--- src/rtl/hs_dma_sched.sv ---
// Round-robin scheduler for the single host DMA command port. Two requesters
// share the port; the granted descriptor is held and completion/watchdog reported.
module hs_dma_sched #(
    parameter int unsigned C_TIMEOUT = 1024,
    parameter int unsigned C_TO_W    = 11
) (
    input  logic        sys_clk,
    input  logic        sys_rst,
    input  logic [1:0]  req_valid,
    output logic [1:0]  req_ready,
    input  logic [63:0] req_address,
    input  logic [31:0] req_length,
    input  logic [7:0]  req_pm,
    input  logic [13:0] req_ctrl,
    output logic        dma_req,
    output logic [31:0] dma_address,
    output logic [15:0] dma_length,
    output logic [3:0]  dma_pm,
    output logic        dma_sof,
    output logic        dma_eof,
    output logic        dma_flush,
    output logic        dma_sync,
    output logic        dma_wrt,
    output logic        dma_data,
    output logic        dma_ok,
    input  logic        dma_ack,
    output logic [1:0]  done,
    output logic [1:0]  timeout,
    output logic        busy,
    output logic        grant_id
);

    typedef enum logic [1:0] {
        S_IDLE,
        S_ISSUE,
        S_ZLEN
    } state_t;

    localparam logic [C_TO_W-1:0] LP_TO_LAST = C_TO_W'(C_TIMEOUT - 1);

    state_t             r_state;
    state_t             w_state_nxt;
    logic               r_grant_id;
    logic [C_TO_W-1:0]  r_cnt;
    logic [31:0]        r_addr;
    logic [15:0]        r_len;
    logic [3:0]         r_pm;
    logic [6:0]         r_ctrl;
    logic [1:0]         r_done;
    logic [1:0]         r_timeout;

    logic               w_win;
    logic [1:0]         w_win_oh;
    logic [1:0]         w_own_oh;
    logic               w_accept;
    logic               w_to_hit;
    logic [31:0]        w_addr;
    logic [15:0]        w_len;
    logic [3:0]         w_pm;
    logic [6:0]         w_ctrl;
    logic [1:0]         w_done_nxt;
    logic [1:0]         w_timeout_nxt;

    always_comb begin
        // On a tie the requester that did not own the last grant wins.
        w_win    = (req_valid == 2'b11) ? ~r_grant_id : req_valid[1];
        w_win_oh = w_win ? 2'b10 : 2'b01;
        w_own_oh = r_grant_id ? 2'b10 : 2'b01;
        w_accept = (r_state == S_IDLE) && !sys_rst && (req_valid != '0);
        w_to_hit = (C_TIMEOUT != 0) && (r_cnt == LP_TO_LAST);

        w_addr = w_win ? req_address[63:32] : req_address[31:0];
        w_len  = w_win ? req_length[31:16]  : req_length[15:0];
        w_pm   = w_win ? req_pm[7:4]        : req_pm[3:0];
        w_ctrl = w_win ? req_ctrl[13:7]     : req_ctrl[6:0];
    end

    always_comb begin
        w_state_nxt   = r_state;
        w_done_nxt    = '0;
        w_timeout_nxt = '0;
        case (r_state)
            S_IDLE: begin
                if (w_accept) begin
                    if (w_len != '0) begin
                        w_state_nxt = S_ISSUE;
                    end else begin
                        w_state_nxt = S_ZLEN;
                        w_done_nxt  = w_win_oh;
                    end
                end
            end
            S_ISSUE: begin
                // Ack takes priority over a watchdog expiry in the same cycle.
                if (dma_ack) begin
                    w_state_nxt = S_IDLE;
                    w_done_nxt  = w_own_oh;
                end else if (w_to_hit) begin
                    w_state_nxt   = S_IDLE;
                    w_timeout_nxt = w_own_oh;
                end
            end
            S_ZLEN: begin
                w_state_nxt = S_IDLE;
            end
            default: begin
                w_state_nxt = S_IDLE;
            end
        endcase
    end

    always_ff @(posedge sys_clk) begin
        if (sys_rst) begin
            r_state    <= S_IDLE;
            r_grant_id <= 1'b0;
            r_cnt      <= '0;
            r_addr     <= '0;
            r_len      <= '0;
            r_pm       <= '0;
            r_ctrl     <= '0;
            r_done     <= '0;
            r_timeout  <= '0;
        end else begin
            r_state   <= w_state_nxt;
            r_done    <= w_done_nxt;
            r_timeout <= w_timeout_nxt;
            if (w_accept) begin
                r_grant_id <= w_win;
                r_addr     <= w_addr;
                r_len      <= w_len;
                r_pm       <= w_pm;
                r_ctrl     <= w_ctrl;
                r_cnt      <= '0;
            end else if (r_state == S_ISSUE) begin
                r_cnt <= r_cnt + 1'b1;
            end
        end
    end

    always_comb begin
        req_ready   = w_accept ? w_win_oh : '0;
        dma_req     = (r_state == S_ISSUE);
        busy        = (r_state != S_IDLE);
        grant_id    = r_grant_id;
        done        = r_done;
        timeout     = r_timeout;
        dma_address = r_addr;
        dma_length  = r_len;
        dma_pm      = r_pm;
        dma_sof     = r_ctrl[0];
        dma_eof     = r_ctrl[1];
        dma_flush   = r_ctrl[2];
        dma_sync    = r_ctrl[3];
        dma_wrt     = r_ctrl[4];
        dma_data    = r_ctrl[5];
        dma_ok      = r_ctrl[6];
    end

endmodule

--- config.mk ---
export PLATFORM = sky130hd
export DESIGN_NAME = hs_dma_sched
export DESIGN_NICKNAME = d
export VERILOG_FILES = /design/src/rtl/hs_dma_sched.sv
export SDC_FILE = /design/constraint.sdc
export NUM_CORES = 1
export LEC_CHECK = 0
export ABC_AREA = 1
export CORE_MARGIN = 4
export CORE_UTILIZATION = 41
export CTS_CLUSTER_SIZE = 30
export DETAILED_ROUTE_END_ITERATION = 10
export GPL_ROUTABILITY_DRIVEN = 0
export PLACE_DENSITY = 0.86
export REMOVE_ABC_BUFFERS = 1
export SYNTH_ARGS = -nofsm -noshare
export SYNTH_HDL_FRONTEND = slang
export SYNTH_SLANG_ARGS = --single-unit
--- constraint.sdc ---
create_clock -name sys_clk -period 3.52 [get_ports sys_clk]
set_clock_uncertainty 0.05 [all_clocks]
set_input_delay 0.528 -clock sys_clk [delete_from_list [all_inputs] [get_ports sys_clk]]
set_output_delay 0.528 -clock sys_clk [all_outputs]
set_load 0.02 [all_outputs]
; ---- After elaboration in Yosys (flattened, before gate mapping)
; Index checks and enable logic that the tools add are counted.
[totals]
regBits = 77
in_bits = 123
out_inout_bits = 68
word_cells = 45
[op_classes]
addsub = 1
n_eq_ne = 5
muxes = 17
bitwise_logic = 3
reduce_logical = 10
[op_table]
columns = op, n
row1 = 32-bit 2-to-1 mux, 1
row2 = 2-bit 2-to-1 mux, 10
row3 = 16-bit 2-to-1 mux, 1
row4 = 16-bit nonzero test, 1
row5 = "11-bit by 1-bit adder with 11-bit output, second input constant", 1
row6 = "11-bit by 10-bit equality test with 1-bit output, second input constant", 1
row7 = 2-bit case mux with 2 select lines, 2
row8 = 7-bit 2-to-1 mux, 1
row9 = 4-bit 2-to-1 mux, 1
row10 = 2-bit nonzero test, 2
row11 = 4-bit OR reduction, 1
row12 = "3-bit by 1-bit inequality test with 1-bit output, second input constant", 1
row13 = 1-bit inverter, 3
row14 = "2-bit by 1-bit equality test with 1-bit output, second input constant", 1
row15 = "2-bit equality test, second input constant", 1
row16 = 1-bit logical AND, 2
row17 = 2-bit logical NOT, 1
row18 = "2-bit inequality test, second input constant", 1
row19 = 2-bit AND reduction, 1
row20 = 2-bit OR reduction, 1
row21 = 1-bit logical NOT, 1
row22 = 1-bit 2-to-1 mux, 1

; ---- Longest topological paths before layout
; Gate-level depths: netlist of run 1.
[depth]
word_depth = 7
mapped_depth = 11
depth_no_buf = 10

; ---- Worst setup path after synthesis of run 1
; No wires, ideal clock.
[synth_path]
kind = input port to output port
from = input sys_rst
to = output req_ready[1]
arrival_time_ps = 1470
required_time_ps = 2942
path_slack_ps = 1472
path_stages = 5
n_path_buf = 2
cell_sequence = clkbuf_1 nor3_4 nand2_1 inv_2 buf_2
[synth_between]
elab_chain_cells = 4
[synth_lines]
columns = item, line
row1 = "start, declared", 8  ; input logic sys_rst,
row2 = 1-bit logical NOT, 69  ; w_accept = (r_state == S_IDLE) && !sys_rst && (req_valid != '0);
row3 = 1-bit logical AND (2 in series), 69
row4 = 2-bit 2-to-1 mux, 141  ; req_ready = w_accept ? w_win_oh : '0;
row5 = "end, declared", 10  ; output logic [1:0] req_ready,
; No other way between the ends.

; ---- Worst setup path in the final report of run 1
[layout_path]
from = input req_valid[1]
to = output req_ready[1]
[layout_between]
elab_chain_cells = 4
word_cells_on_any_way = 6
cone_classes = eq/ne: 1 / mux: 3 / reduce/logical: 2
[layout_lines]
columns = item, line
row1 = "start, declared", 9  ; input logic [1:0] req_valid,
row2 = 2-bit equality test, 66  ; w_win = (req_valid == 2'b11) ? ~r_grant_id : req_valid[1];
row3 = 1-bit 2-to-1 mux, 66
row4 = 2-bit 2-to-1 mux, 67  ; w_win_oh = w_win ? 2'b10 : 2'b01;
row5 = 2-bit 2-to-1 mux *, 141
; Every way passes the cells marked *; elsewhere a longest branch is shown, timed or not.

==> results of run 1 <==
==> report_power, final <==
group	internal, uW	leakage (uW)	switching, uW
combinational	283	0.00136	258
sequential	934	0.000632	35.3
clock	559	0.000130	312
total	1780	0.00212	606
==> logic make-up after synthesis <==
group                      Yosys count
and+or+nand+nor                    249
AOI/OAI and AO/OA                   81
DFF                                 77
buffers and inverters               59
adders and majority gates            1
==> cell type report <==
cell class / instances / area [um2]
repair buffers: 197 / 1960
fillers: 618 / 2260
well taps: 102 / 128
inverters: 34 / 128
flip-flops and latches: 77 / 1540
clock buffers: 11 / 141
clock inverters: 4 / 120
multi-input cells: 331 / 1530
==> worst max-delay path: cells and delay by family <==
family,cells,cell delay (ns)
buffers and inverters,3,1.34
AND/OR/NAND/NOR,3,0.59
==> synth_stat cells <==
cell type and count:
nor2_2 1, inv_1 29, a211oi_1 1, or2_2 1, or3_1 1, nand3_1 9, nor3_1 3, dfxtp_1 77
ha_1 1, a21oi_1 11, nand2_2 1, o21bai_1 1, clkinv_1 4, a22oi_1 5, nor4_1 3, nand3b_1 14
nand2_1 198, inv_2 1, a31oi_1 37, o21ai_1 1, o21ai_0 24, a22o_1 1, nand4_1 1, clkbuf_1 11
buf_2 14, nor2_1 13, nor3_4 1, nor3b_1 3
==> flip-flops by register name, summed over array words and instances, names as in the netlist <==
name         cells
dma_pm           4
grant_id         1
r_state          2
r_cnt           11
r_ctrl           7
dma_length      16
done             2
dma_address     32
timeout          2
==> how the worst min path moves through the flow <==
stage / slack (ns) / start / cells after the start / to
4_1_cts: 0.41 / dma_address[6] / 2 / dma_address[6]
2_1_floorplan: 0.39 / r_cnt[9] / 2 / r_cnt[9]
5_1_grt: 0.44 / dma_address[17] / 2 / dma_address[17]
3_5_place_dp: 0.39 / dma_address[6] / 2 / dma_address[6]
3_3_place_gp: 0.39 / dma_address[6] / 2 / dma_address[6]
6_report: 0.40 / dma_address[6] / 2 / dma_address[6]
==> through the flow <==
step,cells,power [uW],util (%),worst slack (ns),instance area [um2]
6_report,756,2380,71.1,0.479,5550
5_1_grt,756,2480,71.1,0.372,5550
4_1_cts,756,2400,71.1,0.461,5550
3_5_place_dp,741,1530,67.8,0.482,5290
3_3_place_gp,741,1520,67.8,0.505,5290
2_1_floorplan,442,1200,-,0.946,3200
==> layer usage <==
layer | share of wire [%] | up-vias
li1 | - | 1884
met1 | 38 | 1758
met2 | 50 | 162
met3 | 9.8 | 21
met4 | 2.4 | 0
met5 | 0 | -
==> metrics list, run 1 <==
- The die is 97.9 um wide.
- The cell area that synthesis handed to floorplanning was 3310 um2.
- By area, the combinational part of the netlist is dominated by simple AND/OR/NAND/NOR gates.
- Library cell appearing most often on the critical path: clkdlybuf4s50_1
* Kind of critical path: input port to primary output
- For the worst-skew pair, the clock arrives at the later sink with an insertion delay of 0.35 ns.
* Critical-path maximum fanout: 7
* CTS Buf Count: 9
- The tool flagged a number of max-cap violations equal to 0.
- Setup repair after global routing left no endpoint under its margin.
* Antenna violations before repair: 0
- Number of nets in the finished design: 774
- Area leader, netlist: dfxtp_1
* Met1 routing resource usage after global routing: ~24%
* GRT overflow: 0
- The number of max-slew violations in the final report is 0.
* R2R setup slack: 1.40 ns
- Arrival time worst endpoint: 2.46 ns
- Most frequent standard cell in the layout excluding fill and tap cells: nand2_1
- The H-tree was split into 3 levels.
- Post-CTS timing repair inserted 0 buffers for setup.
- Slowest cell on the critical path: clkdlybuf4s50_1
- For this run, design rule violations remaining after detail routing come to 0.
- The root buffer cell chosen for the clock tree is clkbuf_8.
- Busiest layer in global routing: met2
* Worst slew margin: 64.4%
- Status: finished, final reports clean
* Global-route usage over all layers: 23.5%
- Maximum ir drop on the vdd rail: 249 uV
- The netlist uses 28 different library cells.
- Number of top-level design ports: 191
- In the final timing run, aggregate negative setup slack is 0 ns.
- TritonCTS built the clock tree.
* Clock sink count: 77
- Sequential elements use 46.5% of the synthesized area.
- Maximum buffer depth of the clock tree: 2
- The count of final hold-check violations is 0.
- Worst hold margin: 0.405 ns
* Proportion of layout cells with a drive suffix above 1: 4.13%
- Routing usage on met2: 42.7%
- Measured against the total synthesized area, the mux share comes to 0%.
- Synthesized area divided by synthesized cell count: 7.09 um2
- Detailed placement finished with a half-perimeter wire length of 8690 um.
* Vias after detailed routing: ~3800
- Startpoint kind of the worst setup timing path: input port
* Startpoint of the most critical setup path: req_valid[1]
- Antenna violation net count after detailed routing: 0
* Cts repair resizes: 0
- Wire length of the first global-routing pass: between 15000 and 20000 um
- Register bit total from synthesis: just under 80
- Setup violations remaining at the end of the flow were counted as 0.
- Total die area: between 9000 and 10000 um2
* Fraction of the mapped netlist area in compound gates: between 10% and 20%
- STA puts the critical path data required time at 2.94 ns.
- The final critical path takes up a little under nine tenths of the cycle.
- For this run, the number of Yosys warnings is 0.
- Fmax achieved: 0.329 GHz
- Synth Area in Adders: less than 1%
* Maximum cell stage delay along the critical path: 0.65 ns
- Vias in the first global route: between 3000 and 4000
- Counting I/O delays and the setup requirement, the final critical path takes 3.04 ns.
- Global routing consumed, on the met3 layer, 8.36% of the routing resources.
- The initialized floorplan defines 32 standard-cell rows.
- Detailed Route WL: 11400 um
- Number of standard cells after synthesis: 467
* Ant. Diodes: 0
* Leakage power figure: 0.00212 uW
- Power density over cell area: 429 nW/um2
- Following the worst setup path forward leads to its endpoint at req_ready[1].
* Sort of element at the end of the critical path: primary output
- Worst reg2reg endpoint: done[0]
- Ranked by total cell area, the synthesized netlist is headed by dfxtp_1, nand2_1, a31oi_1, o21ai_0, inv_1.
* Fraction of synthesized cell area in xor and xnor cells: 0%
* Worst-margin pin slew: around 0.53 ns
* Synthesis-to-finish area growth: 67.6%
- Dividing the detail-routed wire length by the instance count gives 15.1 um.
- In the layout the commonest cells are nand2_1, clkdlybuf4s50_1, dfxtp_1.
- Hold buffers post-CTS: 0
- For this configuration, the core starts out at a cell density of 42.4%.
* PortBufs: 190
- Clk pin slew, worst setup/hold paths: 0.08 ns
* Register-to-Register Path Depth: 11
- In this run the vertical extent of the chip is between 90 and 100 um.
* First-pass detailed-route iteration total: 5
* Type of the tightest min-delay check: flop to flop
- The synthesized netlist devotes between 30% and 40% of its cell area to simple gates.
* CORE AREA: 7810 um2
- Violation count after the first detailed-route iteration: about 140
* Share of the synthesized area in the top cell type: 46.5%
- Traced cell by cell, the critical path runs through clkdlybuf4s50_1 > nor2_1 > nor3_4 > nand2_1 > inv_2 > clkdlybuf4s50_1.
- Entering global routing, the biggest net connects 45 pins.
- The startpoint identified for the worst register-to-register timing path is grant_id.
- In the routed layout, each cell is associated on average with a via count of ~5.1.
(Power assumes the default switching activity.)
==> inputs of run 2 (changes only) <==
--- a/config.mk
+++ b/config.mk
@@ -7,11 +7,11 @@
 export LEC_CHECK = 0
 export ABC_AREA = 1
 export CORE_MARGIN = 4
-export CORE_UTILIZATION = 41
+export CORE_UTILIZATION = 38
 export CTS_CLUSTER_SIZE = 30
 export DETAILED_ROUTE_END_ITERATION = 10
 export GPL_ROUTABILITY_DRIVEN = 0
-export PLACE_DENSITY = 0.86
+export PLACE_DENSITY = 0.8
 export REMOVE_ABC_BUFFERS = 1
 export SYNTH_ARGS = -nofsm -noshare
 export SYNTH_HDL_FRONTEND = slang
==> constraint.sdc (replaced) <==
create_clock -name sys_clk -period 3.2 [get_ports sys_clk]
set_clock_uncertainty 0.05 [all_clocks]
set_input_delay 0.48 -clock sys_clk [delete_from_list [all_inputs] [get_ports sys_clk]]
set_output_delay 0.48 -clock sys_clk [all_outputs]
set_load 0.02 [all_outputs]
==> run 2 against run 1 <==
  * Die area grew 7.2%
  * Final cell count grew 0.93%
  * Sequential power grew 10%
  * Register-to-register slack lost 0.03 ns
  * Count of clock-buffer cells in the layout shrank 1
  * Sequential cell count is the same
  * Clock power is essentially flat
  * First-iteration DRC count shrank 20%
  * Final area is essentially flat
  * Global-route usage shrank 1.1 points
  * Critical path type unchanged
  * Non-clock buffer count grew 3
  * Core utilization shrank 4.5 points
  * Critical endpoint unchanged
==> metrics list, run 2 (synthesis gave the netlist of run 1 again) <==
* Status: finished, final reports clean
* Worst slew margin: 68.6% (+4.1 points)
- The internal power of the cells was 1860 uW (+4.7%).
* Total Negative Setup Slacks: 0 ns (unchanged)
* Total die area: 10300 um2 (+7.2%)
* Sort of element at the end of the critical path: primary output
- The power share of the sequential group came to 42.1% (+1.4 points).
- Post-route cell area: 5560 um2 (about the same)
* Number of filler instances in the final layout: 699 (+13%)
* PortBufs: 190 (unchanged)
- The maximum VDD drop was 221 uV (-11%).
- The net switching power is 676 uW (+12%).
* DR WL/cell: 15.0 um (-0.74%)
- Leakage power figure: 0.00212 uW (about the same)
- Worst-margin pin slew: 0.472 ns (-0.0587 ns)
- The fraction of power consumed by combinational cells came to 23.6% (+0.9 points).
- Hold buffers post-CTS: 0 (unchanged)
- Final Hold Violating Endpoints: 0 (unchanged)
- Wire length of the first global-routing pass: 18200 um (-1.3%)
- The switching portion of total power is 26.6% (+1.2 points).
- The total area of multi-input combinational cells is 1530 um2 (unchanged).
* Post-CTS setup-driven buffer insertion count: 0 (unchanged)
- Maximum cell stage delay along the critical path: 0.66 ns (about the same)
* Violation count after the first detailed-route iteration: 113 (-20%)
- The core area was 8340 um2 (+6.8%).
- DP HPWL: 8920 um (+2.6%)
- Core Rows: 33 (+3.1%)
- The power per standard cell area came to 457 nW/um2 (+6.4%).
- Number of nets in the finished design: 777 (+0.39%)
* Initial core utilization: 39.7% (-2.7 points)
- Synthesis-to-finish area growth: 67.7% (about the same)
- The share of cells above drive strength 1 was 4.71% (+0.58 points).
* Reported max-cap violation count: 0 (unchanged)
- Cells along the critical path: clkdlybuf4s50_1 > buf_4 > nand2_1 > inv_1 > nand2_1 > inv_2 > clkdlybuf4s50_1
* Antenna violation net count after detailed routing: 0 (unchanged)
- Type of the tightest min-delay check: flop to flop
* Arrival time worst endpoint: 2.20 ns (-0.26 ns)
- The via count of the first global-routing pass was 3858 (-3.2%).
- After layout, the worst path uses 85.4% of the clock period.
- Slowest cell on the critical path: clkdlybuf4s50_1
- The final count of negative-setup-slack endpoints came to 0 (unchanged).
- The tree is rooted in a clkbuf_8.
* Fmax achieved: about 0.37 GHz
- The width of the die came to 101 um (+3.6%).
- The hold slack came to 0.407 ns (+0.00191 ns).
* Most frequent standard cell in the layout excluding fill and tap cells: nand2_1
- The number of max-slew violations in the final report was 0 (unchanged).
- The critical path is of the input port to primary output type.
- First-pass detailed-route iteration total: 4 (-1)
- Final Core Density: 66.6% (-4.5 points)
* Final Critical Period: 2.73 ns
* Flip-flop count of the largest register, all copies and words added: 32 (unchanged)
- Share of total power in the clock network: 34.3% (-2.3 points)
- Critical-path maximum fanout: 6 (-1)
* Most used cells in the layout excluding fill and tap cells: nand2_1, clkdlybuf4s50_1, dfxtp_1
- The die extent in y is 101 um (+3.6%).
* CTS tree: yes
- The average via count per standard cell was 4.91 (-3.0%).
- The H-tree depth came to 3 (unchanged).
- Detailed Route WL: 11500 um (+0.17%)
* Vias after detailed routing: 3744 (-2.1%)
* Global-route usage over all layers: 22.4% (-1.1 points)
- The count of boundary I/O pins came to 191 (unchanged).
* GRT overflow: 0 (unchanged)
- The required time of the worst setup path was 2.67 ns (-0.27 ns).
- Clock sink count: 77 (unchanged)
- The number of buffers on the longest clock path is 2 (unchanged).
- Maximum number of pins on one net before global-route repair: 54 (+20%)
- The number of instances resized during post-cts repair was 0 (unchanged).
- Setup repair after global routing left no endpoint under its margin.
- The detailed-route DRC error count was 0 (unchanged).
* Placed cell area: 5320 um2 (+0.50%)
- Ant. Diodes: 0 (unchanged)
* Startpoint kind of the worst setup timing path: input port
- Later-pin clock latency in the skew report: 0.34 ns (about the same)
- Antenna violations before repair: 0 (unchanged)
- Clk pin slew, worst setup/hold paths: 0.08 ns (about the same)
* Area used by sequential logic in the layout: 1540 um2 (unchanged)
* CTS Buf Count: 9 (unchanged)
-- run 2: through the flow --
stage	total power, uW	instances	worst slack (ns)
5_1_grt	2640	763	0.398
3_5_place_dp	1690	747	0.467
3_3_place_gp	1680	747	0.484
6_report	2540	763	0.468
4_1_cts	2560	763	0.454
2_1_floorplan	1320	442	0.674
-- run 2: power by group through the flow --
stage	Sequential, uW	Clock (uW)	Combinational, uW
final	1070	871	598
after global routing	1080	924	645
after CTS	1070	885	604
after detailed placement	1090	0	601
after global placement	1090	0	594
after floorplan	1170	0	151
-- run 2: layout make-up --
cell class	count	share of cell area (%)
repair buffers	200	35.7
clock inverters	6	2.00
flip-flops and latches	77	27.7
multi-input cells	331	27.6
inverters	34	2.30
clock buffers	10	2.30
well taps	105	2.36
-- run 2: critical path: cells and delay by family --
family,cells,cell delay (ns)
buffers and inverters,5,1.53
AND/OR/NAND/NOR,2,0.19
-- run 2: layer usage --
layer | up-vias | routed length (um) | GRT usage, % | part of all wire [%]
met5 | - | 0 | 0 | 0
met4 | 0 | 206 | 7.98 | 1.8
met3 | 17 | 1290 | 9.64 | 11
met2 | 143 | 5540 | 39.0 | 48
met1 | 1697 | 4410 | 24.3 | 38
li1 | 1887 | - | - | -
-- run 2: final timing paths --
kind / slack [ns] / from / end / depth (start not counted)
worst min register to register: 0.41 / dma_address[18] / dma_address[18] / 2
worst max-delay path: 0.47 / req_valid[1] / req_ready[1] / 7
worst max register to register: 1.37 / grant_id / done[1] / 11
worst min-delay path: 0.41 / dma_address[18] / dma_address[18] / 2
